==> config.mk <==
export PLATFORM = sky130hd
export DESIGN_NAME = systolic_array_mxn
export DESIGN_NICKNAME = d
export VERILOG_FILES = /design/src/rtl/systolic_array_mxn.sv
export SDC_FILE = /design/constraint.sdc
export NUM_CORES = 1
export LEC_CHECK = 0
export CAP_MARGIN = 10
export CORE_AREA = 2 2 114 116
export DETAILED_ROUTE_END_ITERATION = 6
export DIE_AREA = 0 0 116 118
export GPL_ROUTABILITY_DRIVEN = 0
export PLACE_DENSITY = 0.8
export SLEW_MARGIN = 20
export SYNTH_ARGS = -nofsm -noshare
export SYNTH_HDL_FRONTEND = slang
export SYNTH_SLANG_ARGS = --single-unit
==> constraint.sdc <==
create_clock -name clk -period 8.35 [get_ports clk]
set_input_delay 2.505 -clock clk [delete_from_list [all_inputs] [get_ports clk]]
set_output_delay 2.505 -clock clk [all_outputs]
set_load 0.01 [all_outputs]
==> src/rtl/systolic_array_mxn.sv <==
`default_nettype none
// ============================================================================
// Module   : systolic_array_mxn
// Purpose  : Output-stationary ROWSxCOLS systolic matrix multiplier.
//            Takes one A/B tile beat and returns C = A*B or C += A*B.
// Revision : 1.0 - initial release
// ============================================================================
module systolic_array_mxn #(
    parameter int DATA_WIDTH = 4,
    parameter int ACC_WIDTH  = 9,
    parameter int ROWS       = 2,
    parameter int COLS       = 2,
    parameter int K          = 2,
    parameter bit SIGNED     = 1'b0
) (
    input  logic                            clk,
    input  logic                            rst,
    input  logic                            in_valid,
    output logic                            in_ready,
    input  logic                            acc_en,
    input  logic [ROWS*K*DATA_WIDTH-1:0]    a_flat,
    input  logic [K*COLS*DATA_WIDTH-1:0]    b_flat,
    output logic                            out_valid,
    input  logic                            out_ready,
    output logic [ROWS*COLS*ACC_WIDTH-1:0]  c_flat,
    output logic                            busy
);

    localparam int c_T  = K + ROWS + COLS - 2;
    localparam int c_TW = (c_T > 1) ? $clog2(c_T) : 1;
    localparam int c_PW = (2 * DATA_WIDTH > ACC_WIDTH) ? 2 * DATA_WIDTH : ACC_WIDTH;

    typedef enum logic [1:0] {
        S_IDLE    = 2'd0,
        S_COMPUTE = 2'd1,
        S_DONE    = 2'd2
    } state_t;

    state_t                 state_q;
    logic [c_TW-1:0]        t_q;
    logic [DATA_WIDTH-1:0]  a_q    [ROWS][K];
    logic [DATA_WIDTH-1:0]  b_q    [K][COLS];
    logic [DATA_WIDTH-1:0]  ah_q   [ROWS][COLS];
    logic [DATA_WIDTH-1:0]  bv_q   [ROWS][COLS];
    logic [ACC_WIDTH-1:0]   acc_q  [ROWS][COLS];
    logic [DATA_WIDTH-1:0]  a_edge_d [ROWS];
    logic [DATA_WIDTH-1:0]  b_edge_d [COLS];
    logic                   w_accept;

    // Widening before the multiply keeps the low ACC_WIDTH bits correct for both signednesses.
    function automatic logic [c_PW-1:0] f_ext(input logic [DATA_WIDTH-1:0] v);
        if (SIGNED)
            return {{(c_PW-DATA_WIDTH){v[DATA_WIDTH-1]}}, v};
        return {{(c_PW-DATA_WIDTH){1'b0}}, v};
    endfunction

    assign in_ready  = !rst && ((state_q == S_IDLE) || ((state_q == S_DONE) && out_ready));
    assign w_accept  = in_valid && in_ready;
    assign out_valid = (state_q == S_DONE);
    assign busy      = (state_q == S_COMPUTE);

    // Edge feeders present the operand needed at the next step (t+1), skewed by row/column.
    always_comb begin
        for (int i = 0; i < ROWS; i++) begin
            a_edge_d[i] = '0;
            for (int k = 0; k < K; k++)
                if (int'(t_q) + 1 - i == k) a_edge_d[i] = a_q[i][k];
        end
        for (int j = 0; j < COLS; j++) begin
            b_edge_d[j] = '0;
            for (int k = 0; k < K; k++)
                if (int'(t_q) + 1 - j == k) b_edge_d[j] = b_q[k][j];
        end
    end

    always_comb begin
        c_flat = '0;
        for (int i = 0; i < ROWS; i++)
            for (int j = 0; j < COLS; j++)
                c_flat[(i*COLS+j)*ACC_WIDTH +: ACC_WIDTH] = acc_q[i][j];
    end

    always_ff @(posedge clk) begin
        if (rst) begin
            state_q <= S_IDLE;
            t_q     <= '0;
            for (int i = 0; i < ROWS; i++)
                for (int k = 0; k < K; k++) a_q[i][k] <= '0;
            for (int k = 0; k < K; k++)
                for (int j = 0; j < COLS; j++) b_q[k][j] <= '0;
            for (int i = 0; i < ROWS; i++)
                for (int j = 0; j < COLS; j++) begin
                    ah_q[i][j]  <= '0;
                    bv_q[i][j]  <= '0;
                    acc_q[i][j] <= '0;
                end
        end else if (w_accept) begin
            state_q <= S_COMPUTE;
            t_q     <= '0;
            for (int i = 0; i < ROWS; i++)
                for (int k = 0; k < K; k++)
                    a_q[i][k] <= a_flat[(i*K+k)*DATA_WIDTH +: DATA_WIDTH];
            for (int k = 0; k < K; k++)
                for (int j = 0; j < COLS; j++)
                    b_q[k][j] <= b_flat[(k*COLS+j)*DATA_WIDTH +: DATA_WIDTH];
            for (int i = 0; i < ROWS; i++)
                for (int j = 0; j < COLS; j++) begin
                    ah_q[i][j] <= '0;
                    bv_q[i][j] <= '0;
                    if (!acc_en) acc_q[i][j] <= '0;
                end
            // Step 0 only has work at the corner PE.
            ah_q[0][0] <= a_flat[DATA_WIDTH-1:0];
            bv_q[0][0] <= b_flat[DATA_WIDTH-1:0];
        end else begin
            case (state_q)
                S_COMPUTE: begin
                    for (int i = 0; i < ROWS; i++)
                        for (int j = 0; j < COLS; j++)
                            acc_q[i][j] <= acc_q[i][j]
                                + ACC_WIDTH'(f_ext(ah_q[i][j]) * f_ext(bv_q[i][j]));
                    for (int i = 0; i < ROWS; i++) begin
                        ah_q[i][0] <= a_edge_d[i];
                        for (int j = 1; j < COLS; j++) ah_q[i][j] <= ah_q[i][j-1];
                    end
                    for (int j = 0; j < COLS; j++) begin
                        bv_q[0][j] <= b_edge_d[j];
                        for (int i = 1; i < ROWS; i++) bv_q[i][j] <= bv_q[i-1][j];
                    end
                    if (t_q == c_TW'(c_T - 1))
                        state_q <= S_DONE;
                    else
                        t_q <= t_q + 1'b1;
                end
                S_DONE: begin
                    if (out_ready) state_q <= S_IDLE;
                end
                default: ;
            endcase
        end
    end

endmodule
`default_nettype wire

==> qor.yml, run 1 <==
rsz0062_at_grt: "false"
hold_viol: 0
grt_pass1_wl_um: 22800
synth_seq_cells: 104
cp_data_required_time_ns: 5.85
core-area_um2: 12400
htreeDepth: 3
die_w_um: 116
ir_drop_v: 0.000125
synthCells: 680
syn_nets: 829
area_delta_synth_final_pct: 16.7
final_common_cell: "inv_1"
async_flop_share_pct: 0
worstHoldStart: "state_q[1]"
vias: 4976
dieHeight_um: 118
crit_path_top_delay_cell: "clkdlybuf4s50_1"
first_pass_iters: 5
slew_violations: 0
finalCritPeriodShare_pct: 75.0
drv_cap: 0
cts_buffer_depth: 2
wirelength_um: 13600
rr_startpoint: "bv_q[0][11]"
clkLatencyLatePin_ns: 0.36
path_clk_slew_ns: 0.07
avgSynthCellArea_um2: 10.7
cts_buffers: 9
post-dp-hpwl_um: 10400
post_cts_buffers: 0
cts.repair.resized: 0
num_rows: 41
cts_tree: "built"
tightest_slew_ns: 0.806
endpoint_kind: "output pin"
drt-initial-drc-count: 301
synth_cell_type_count: 47
path_class: "primary input to output pin"
path_max_fanout: 3
track_usage_pct: 21.1
ctsHoldBuffers: 0
n_antenna_cell: 0
holdPathEnd: "state_q[1]"
final_cell_mix: "inv_1 (104), and2_1 (101), edfxtp_1 (96), ha_1 (76), clkdlybuf4s50_1 (75)"
portBuffers: 75
cts.sinks: 104
hp-class: "flip-flop to flip-flop"
finalNetCount: 902
synth_edf_count: 96
reg2regPathDepth: 10
power.density_nw_per_um2: 167
synth_area_um2: 7280
antenna_found_initial: 0
critPathArrivalTime_ns: 3.76
grt_pass1_vias: 4975
relSlewSlack_pct: 45.9
critPathLaunchType: "primary input"
max_stage_delay_ns: 0.48
grt_start_max_net_pins: 49
p_leak_nw: 3.74
vias_per_cell: 5.35
synth_flop_cell: "edfxtp_1"
reg2reg_slack_ns: 4.56
io_pins: 76
path_common_cell: "clkdlybuf4s50_1"
power_w: 0.00142
initial_core_util_pct: 58.6
grt-ovfl-total: 0
min_path_cells: 2
rr_endpoint: "acc_q[1][6]"
min_period_ns: 6.27
max_freq_ghz: 0.160
routedWlPerCell_um: 14.7
cts-root-buf: "clkbuf_16"
clock_skew_ns: 0.0113
drive_gt1_share_pct: 4.49
dieArea_um2: 13700
postRouteAntennaNets: 0
ys_seq_area_share_pct: 41.8
setup_tns_ns: 0
drc: 0
setup_violations: 0
crit_chain: "clkdlybuf4s50_1 > a21oi_1 > nor2_1 > clkdlybuf4s50_1"
outcome: "completed"
yosysWarnings: 0
==> flip-flops by register name (all words and copies together) (netlist names) <==
name / cells
acc_q: 36
t_q: 2
ah_q: 16
bv_q: 16
a_q: 16
b_q: 16
state_q: 2
==> critical path: cells and delay by family <==
kind	cells	cell delay, ns
buffers and inverters	2	0.92
and+or+nand+nor	1	0.07
AOI/OAI and AO/OA	1	0.27
==> cell families after synthesis <==
family,after synthesis,synth area share (%)
AOI/OAI and AO/OA,88,8.13
xor gates and xnor gates,9,1.08
adders and majority gates,112,23.0
buffers and inverters,122,6.48
DFF,104,41.8
muxes,15,2.08
and+or+nand+nor,230,17.4
==> per-layer routing <==
metal / track usage (%) / wire, um / up-vias
met2: 36.4 / 6910 / 106
met1: 27.0 / 6060 / 2405
met5: 0 / 0 / -
met3: 2.94 / 530 / 12
li1: - / - / 2453
met4: 7.51 / 123 / 0
==> through the flow <==
stage / instances / instance area, um^2 / hold slack, ns / setup WS [ns] / utilization, %
6_report: 930 / 8500 / 0.487 / 2.08 / 68.4
5_1_grt: 930 / 8500 / 0.522 / 2.02 / 68.4
4_1_cts: 930 / 8500 / 0.490 / 2.07 / 68.4
3_5_place_dp: 914 / 8210 / 0.480 / 2.08 / 66.1
3_3_place_gp: 914 / 8210 / 0.462 / 2.11 / 66.1
2_1_floorplan: 680 / 7280 / 0.449 / 2.85 / -
==> cell type report <==
type                            count  area (um^2)
Timing Repair Buffer               80          788
Sequential cell                   104         3040
Tap cell                          172          215
Multi-Input combinational cell    454         3770
Clock inverter                      6         50.0
Inverter                          104          390
Clock buffer                       10          239
Fill cell                         957         3920
==> how the worst max path moves through the flow <==
stage                         start     endpoint  depth (start not counted)
after global placement    out_ready     in_ready                          4
after global routing      out_ready     in_ready                          4
after floorplan           out_ready  acc_q[0][0]                          5
after detailed placement  out_ready     in_ready                          4
final                     out_ready     in_ready                          4
after CTS                 out_ready     in_ready                          4
==> Yosys cell counts, types with 2 or more instances <==
| cell | n | share of area (%) |
|---|---|---|
| o21bai_1 | 13 | 1.3 |
| nor4_1 | 5 | 0.43 |
| and4_1 | 2 | 0.24 |
| nor3b_2 | 2 | 0.34 |
| nand2b_1 | 5 | 0.43 |
| clkbuf_1 | 8 | 0.41 |
| inv_1 | 104 | 5.4 |
| a31oi_1 | 3 | 0.26 |
| and3_1 | 5 | 0.43 |
| o21ai_0 | 18 | 1.2 |
| and2_1 | 101 | 8.7 |
| nand2_1 | 41 | 2.1 |
| xnor2_1 | 5 | 0.60 |
| nand3_1 | 4 | 0.28 |
| edfxtp_1 | 96 | 40 |
| fa_1 | 36 | 9.9 |
| a21o_1 | 4 | 0.41 |
| nor2_1 | 31 | 1.6 |
| buf_2 | 7 | 0.48 |
| dfxtp_1 | 8 | 2.2 |
| nor3b_1 | 9 | 0.93 |
| nor3_1 | 13 | 0.89 |
| or2_2 | 7 | 0.60 |
| o311ai_0 | 2 | 0.24 |
| xor2_1 | 4 | 0.48 |
| a211oi_1 | 5 | 0.52 |
| a22oi_1 | 15 | 1.5 |
| a311oi_1 | 3 | 0.36 |
| ha_1 | 76 | 13 |
| mux2i_1 | 14 | 1.9 |
| nor2b_1 | 2 | 0.17 |
| o211ai_1 | 2 | 0.21 |
| a21oi_1 | 16 | 1.1 |
==> power by group <==
part	total (W)	leakage (nW)	switching (W)	internal, W
sequential	0.000674	1.11	0.0000369	0.000637
clock	0.000415	0.141	0.000200	0.000215
combinational	0.000333	2.50	0.000183	0.000150
No activity file was read; power rests on OpenSTA's default activity.
==> run 2, diff against run 1 <==
- CORE_AREA: 2 2 114 116 -> 2 2 122 124
- DIE_AREA: 0 0 116 118 -> 0 0 124 126
- PLACE_DENSITY: 0.8 -> 0.74
- clock period: 8.35 -> 5.7 ns (I/O delays scaled with it)
==> run 2 against run 1 <==
  * Sequential cell count unchanged
  * Count of clock-buffer cells in the layout decreased by 1
  * Cell area increased by 0.74%
  * Largest cell class unchanged
==> qor.yml, run 2 (synthesized netlist as in run 1, its figures left out) <==
outcome: "completed"  # unchanged
rr_startpoint: "bv_q[0][11]"  # unchanged
initial_core_util_pct: 50.8  # was 58.6%
crit_path_top_delay_cell: "clkdlybuf4s50_1"  # unchanged
track_usage_pct: 18.1  # was 21.1%
grt_start_max_net_pins: 49  # unchanged
fin_cells: 944  # was 930
clockPowerShare_pct: 31.0  # was 29.2%
endpoint_kind: "output pin"  # unchanged
grt_pass1_wl_um: 22300  # was 22800 um
drive_gt1_share_pct: 4.74  # was 4.49%
num_rows: 44  # was 41
drt-initial-drc-count: 211  # was 301
largest_reg_flops: 36  # unchanged
setup_tns_ns: 0  # unchanged
vias_per_cell: 5.23  # was 5.35
hold_slack_ns: 0.526  # was 0.487 ns
cts.repair.resized: 0  # unchanged
dieHeight_um: 126  # was 118 um
critPathLaunchType: "primary input"  # unchanged
grt_pass1_vias: 4993  # was 4975
p_seq_share_pct: 46.1  # was 47.4%
post-dp-hpwl_um: 10100  # was 10400 um
cts_buffers: 9  # unchanged
dp_cells: 928  # was 914
rr_endpoint: "acc_q[1][6]"  # unchanged
io_pins: 76  # unchanged
setup_violations: 0  # unchanged
min_path_cells: 2  # unchanged
cts_buffer_depth: 2  # unchanged
critPathTopFamily: "buffers and inverters"  # unchanged
path_max_fanout: 3  # unchanged
crit_buf_inv: 2  # unchanged
vias: 4939  # was 4976
max_stage_delay_ns: 0.49  # was 0.48 ns
p_int_w: 0.00151  # was 0.00100 W
crit_chain: "clkdlybuf4s50_1 > a21oi_1 > nor2_1 > clkdlybuf4s50_1"  # unchanged
p_sw_share_pct: 29.5  # was 29.6%
path_clk_slew_ns: 0.08  # was 0.07 ns
portBuffers: 75  # unchanged
reg2reg_slack_ns: 1.88  # was 4.56 ns
ir_drop_v: 0.000162  # was 0.000125 V
cts_tree: "built"  # unchanged
relSlewSlack_pct: 63.8  # was 45.9%
power.density_nw_per_um2: 250  # was 167 nW/um^2
switching_power_w: 0.000630  # was 0.000421 W
tightest_slew_ns: 0.542  # was 0.806 ns
finalCritPeriodShare_pct: 82.2
htreeDepth: 3  # unchanged
core-area_um2: 14300  # was 12400 um^2
dieArea_um2: 15600  # was 13700 um^2
drv_cap: 0  # unchanged
n_fill_cell: 1173  # was 957
area_delta_synth_final_pct: 17.6  # was 16.7%
cts.sinks: 104  # unchanged
rsz0062_at_grt: "false"  # unchanged
hold_viol: 0  # unchanged
clkLatencyLatePin_ns: 0.36  # about the same
grt-ovfl-total: 0  # unchanged
slew_violations: 0  # unchanged
p_comb_share_pct: 22.9  # was 23.4%
regMostFlops: "acc_q"  # unchanged
reg2regPathDepth: 10  # unchanged
die_w_um: 124  # was 116 um
ctsHoldBuffers: 0  # unchanged
drc: 0  # unchanged
antenna_found_initial: 0  # unchanged
max_freq_ghz: 0.213
min_period_ns: 4.69
path_class: "primary input to output pin"  # unchanged
holdPathEnd: "state_q[1]"  # unchanged
hp-class: "flip-flop to flip-flop"  # unchanged
final_cell_mix: "inv_1 (104), and2_1 (101), edfxtp_1 (96), ha_1 (76), clkdlybuf4s50_1 (75)"  # unchanged
n_antenna_cell: 0  # unchanged
p_leak_nw: 3.77  # was 3.74 nW
worstHoldStart: "state_q[1]"  # unchanged
critPathArrivalTime_ns: 2.98  # was 3.76 ns
postRouteAntennaNets: 0  # unchanged
final_common_cell: "inv_1"  # unchanged
path_common_cell: "clkdlybuf4s50_1"  # unchanged
first_pass_iters: 4  # was 5
routedWlPerCell_um: 14.1  # was 14.7 um
cp_data_required_time_ns: 3.99  # was 5.85 ns
wirelength_um: 13300  # was 13600 um
finalNetCount: 904  # was 902
clock_skew_ns: 0.00843  # was 0.0113 ns
post_cts_buffers: 0  # unchanged
cts-root-buf: "clkbuf_16"  # unchanged
==> run 2: cell count changes in the layout (fill, tap and decap cells not counted) <==
cell	change
inv_8	+2
buf_4	+2
bufinv_16	+1
inv_6	-1
o21ai_0	+1
clkinv_2	-1
clkinv_4	-1
clkinv_8	+1
o21ai_1	-1
clkbuf_8	-1
==> run 2: worst max path at each step <==
stage | startpoint | cells after the start | endpoint
2_1_floorplan | out_ready | 5 | acc_q[0][0]
3_3_place_gp | out_ready | 4 | in_ready
3_5_place_dp | out_ready | 4 | in_ready
4_1_cts | out_ready | 4 | in_ready
5_1_grt | out_ready | 4 | in_ready
6_report | out_ready | 4 | in_ready
==> run 2: routing by layer <==
layer  vias up  share of wire [%]  GRT usage, %
met4         0                1.7          6.68
met2       126                 49          30.1
met1      2340                 46          24.0
met5         -                  0             0
li1       2459                  -             -
met3        14                3.6          2.45
==> run 2: power groups by stage <==
stage | Combinational (W) | Clock [W] | Sequential [W]
finish | 0.000489 | 0.000664 | 0.000986
global route | 0.000556 | 0.000704 | 0.000998
CTS | 0.000493 | 0.000676 | 0.000987
detailed placement | 0.000487 | 0 | 0.00100
global placement | 0.000470 | 0 | 0.00100
floorplan | 0.000309 | 0 | 0.00100
==> run 2: area by class of cell <==
class | count | area, um^2 | share of cell area, %
Sequential cell | 104 | 3040 | 35.6
Tap cell | 184 | 230 | 2.69
Clock buffer | 9 | 225 | 2.63
Timing Repair Buffer | 82 | 803 | 9.39
Multi-Input combinational cell | 454 | 3770 | 44.0
Clock inverter | 7 | 96.3 | 1.13
Inverter | 104 | 390 | 4.56
==> run 2: worst reg2reg max path, cell delays in order (launching register included) <==
cell and delay [ns]:
dfxtp_1 0.40, nand2_1 0.10, fa_1 0.52, fa_1 0.51, fa_1 0.51, inv_1 0.04, ha_1 0.34, o21a_1 0.22
a21oi_1 0.24, mux2_2 0.37, a311o_1 0.32
==> run 2: metrics by stage <==
stage | power, W | setup slack, ns | area (um^2) | utilization (%)
floorplan | 0.00131 | 0.998 | 7280 | -
global placement | 0.00147 | 1.04 | 8240 | 57.5
detailed placement | 0.00149 | 1.01 | 8240 | 57.5
CTS | 0.00216 | 0.998 | 8560 | 59.8
global route | 0.00226 | 0.934 | 8560 | 59.8
finish | 0.00214 | 1.01 | 8560 | 59.8
==> run 3, diff against run 2 <==
- CORE_AREA: 2 2 122 124 -> 2 2 116 118
- DIE_AREA: 0 0 124 126 -> 0 0 118 120
- PLACE_DENSITY: 0.74 -> 0.78
- clock period: 5.7 -> 4.4 ns (I/O delays scaled with it)
==> run 3 against run 2 <==
  * Worst setup slack got worse by 0.50 ns
  * Total power rose by 26%
  * Critical path type unchanged
  * Cell count fell by 0.74%
  * Global-route usage rose by 2.3 points
  * First-iteration DRC count rose by 49%
  * Sequential cell count did not move
  * Clock skew rose by 0.00078 ns
  * Cell area fell by 0.50%
  * Register-to-register slack got worse by 1.3 ns
  * Routed wire length rose by 4.5%
  * Critical path depth did not move
==> qor.yml, run 3 (synthesized netlist as in run 1, its figures left out) <==
outcome: "completed"  # unchanged
power.density_nw_per_um2: 317  # was 250 nW/um^2
n_antenna_cell: 0  # unchanged
critPathLaunchType: "primary input"  # unchanged
regMostFlops: "acc_q"  # unchanged
p_leak_nw: 3.75  # was 3.77 nW
post-dp-hpwl_um: 10700  # was 10100 um
ctsHoldBuffers: 0  # unchanged
ir_drop_v: 0.000204  # was 0.000162 V
htreeDepth: 3  # unchanged
endpoint_kind: "output pin"  # unchanged
initial_core_util_pct: 56.1  # was 50.8%
clock_skew_ns: 0.00921  # was 0.00843 ns
tightest_slew_ns: 0.855  # was 0.542 ns
drive_gt1_share_pct: 4.73  # was 4.74%
path_common_cell: "clkdlybuf4s50_1"  # unchanged
die_w_um: 118  # was 124 um
final_common_cell: "inv_1"  # unchanged
cts.repair.resized: 0  # unchanged
grt_pass1_vias: 5071  # was 4993
grt-ovfl-total: 0  # unchanged
cts_buffer_depth: 2  # unchanged
cts_tree: "built"  # unchanged
max_freq_ghz: 0.257
io_pins: 76  # unchanged
crit_path_top_delay_cell: "clkdlybuf4s50_1"  # unchanged
vias_per_cell: 5.29  # was 5.23
rsz0062_at_grt: "false"  # unchanged
wirelength_um: 13900  # was 13300 um
dieHeight_um: 120  # was 126 um
setup_violations: 0  # unchanged
met2_length_um: 6980  # was 6450 um
setup_tns_ns: 0  # unchanged
slew_violations: 0  # unchanged
postRouteAntennaNets: 0  # unchanged
antenna_found_initial: 0  # unchanged
path_class: "primary input to output pin"  # unchanged
max_stage_delay_ns: 0.54  # was 0.49 ns
cts.sinks: 104  # unchanged
critPathArrivalTime_ns: 2.57  # was 2.98 ns
dieArea_um2: 14200  # was 15600 um^2
drv_cap: 0  # unchanged
grt_start_max_net_pins: 35  # was 49
grt_pass1_wl_um: 22900  # was 22300 um
min_period_ns: 3.89
crit_chain: "clkdlybuf4s50_1 > a21oi_1 > nor2_1 > clkdlybuf4s50_1"  # unchanged
route.met3.wl_um: 508  # was 483 um
hp-class: "flip-flop to flip-flop"  # unchanged
relSlewSlack_pct: 42.8  # was 63.8%
drt-initial-drc-count: 315  # was 211
portBuffers: 75  # unchanged
final_cell_mix: "inv_1 (104), and2_1 (101), edfxtp_1 (96), ha_1 (76), clkdlybuf4s50_1 (75)"  # unchanged
post_cts_buffers: 0  # unchanged
finalCritPeriodShare_pct: 88.3
cts_buffers: 9  # unchanged
area_delta_synth_final_pct: 17.0  # was 17.6%
num_rows: 42  # was 44
largest_reg_flops: 36  # unchanged
hold_viol: 0  # unchanged
core-area_um2: 13000  # was 14300 um^2
finalNetCount: 905  # was 904
cts-root-buf: "clkbuf_16"  # unchanged
path_max_fanout: 3  # unchanged
routedWlPerCell_um: 14.8  # was 14.1 um
hold_slack_ns: 0.482  # was 0.526 ns
drt-met1-wl_um: 6150  # was 6130 um
vias: 4957  # was 4939
track_usage_pct: 20.3  # was 18.1%
first_pass_iters: 4  # unchanged
path_clk_slew_ns: 0.08  # about the same
cp_data_required_time_ns: 3.08  # was 3.99 ns
drc: 0  # unchanged
highest_layer: "met4"  # unchanged
clkLatencyLatePin_ns: 0.36  # about the same
==> run 3: path summary, 6_finish.rpt <==
| path | startpoint | end | slack (ns) | depth (start not counted) |
|---|---|---|---|---|
| max | out_ready | in_ready | 0.51 | 4 |
| min | state_q[1] | state_q[1] | 0.48 | 2 |
| max reg2reg | bv_q[0][9] | acc_q[1][6] | 0.55 | 10 |
| min reg2reg | state_q[1] | state_q[1] | 0.48 | 2 |
==> run 3: report_power, final <==
part | switching (W) | internal (W) | total (W)
clock network | 0.000388 | 0.000394 | 0.000782
logic | 0.000351 | 0.000287 | 0.000637
registers | 0.0000679 | 0.00121 | 0.00128
total | 0.000806 | 0.00189 | 0.00270
==> run 3: stage by stage <==
stage,area (um^2),setup WS (ns),std cells,util [%],power (W)
CTS,8520,0.508,937,65.6,0.00272
floorplan,7280,0.0884,680,-,0.00170
global route,8520,0.427,937,65.6,0.00284
global placement,8230,0.522,921,63.4,0.00190
finish,8520,0.513,937,65.6,0.00270
detailed placement,8230,0.518,921,63.4,0.00193
==> run 3: routing by layer <==
metal,global-route usage [%],vias to the layer above
li1,-,2465
met1,25.2,2356
met2,35.9,119
met3,2.90,17
met4,8.36,0
met5,0,-
==> run 3: area by class of cell <==
| cell class | instances | area [um^2] |
|---|---|---|
| Fill cell | 1059 | 4460 |
| Clock buffer | 10 | 229 |
| Sequential cell | 104 | 3040 |
| Clock inverter | 6 | 52.6 |
| Tap cell | 176 | 220 |
| Timing Repair Buffer | 83 | 811 |
| Multi-Input combinational cell | 454 | 3770 |
| Inverter | 104 | 390 |
==> run 3: critical path, delay by kind of cell <==
family	cells	cell delay, ns
buffers and inverters	2	1.03
AO/OA/AOI/OAI	1	0.11
AND/OR/NAND/NOR	1	0.10
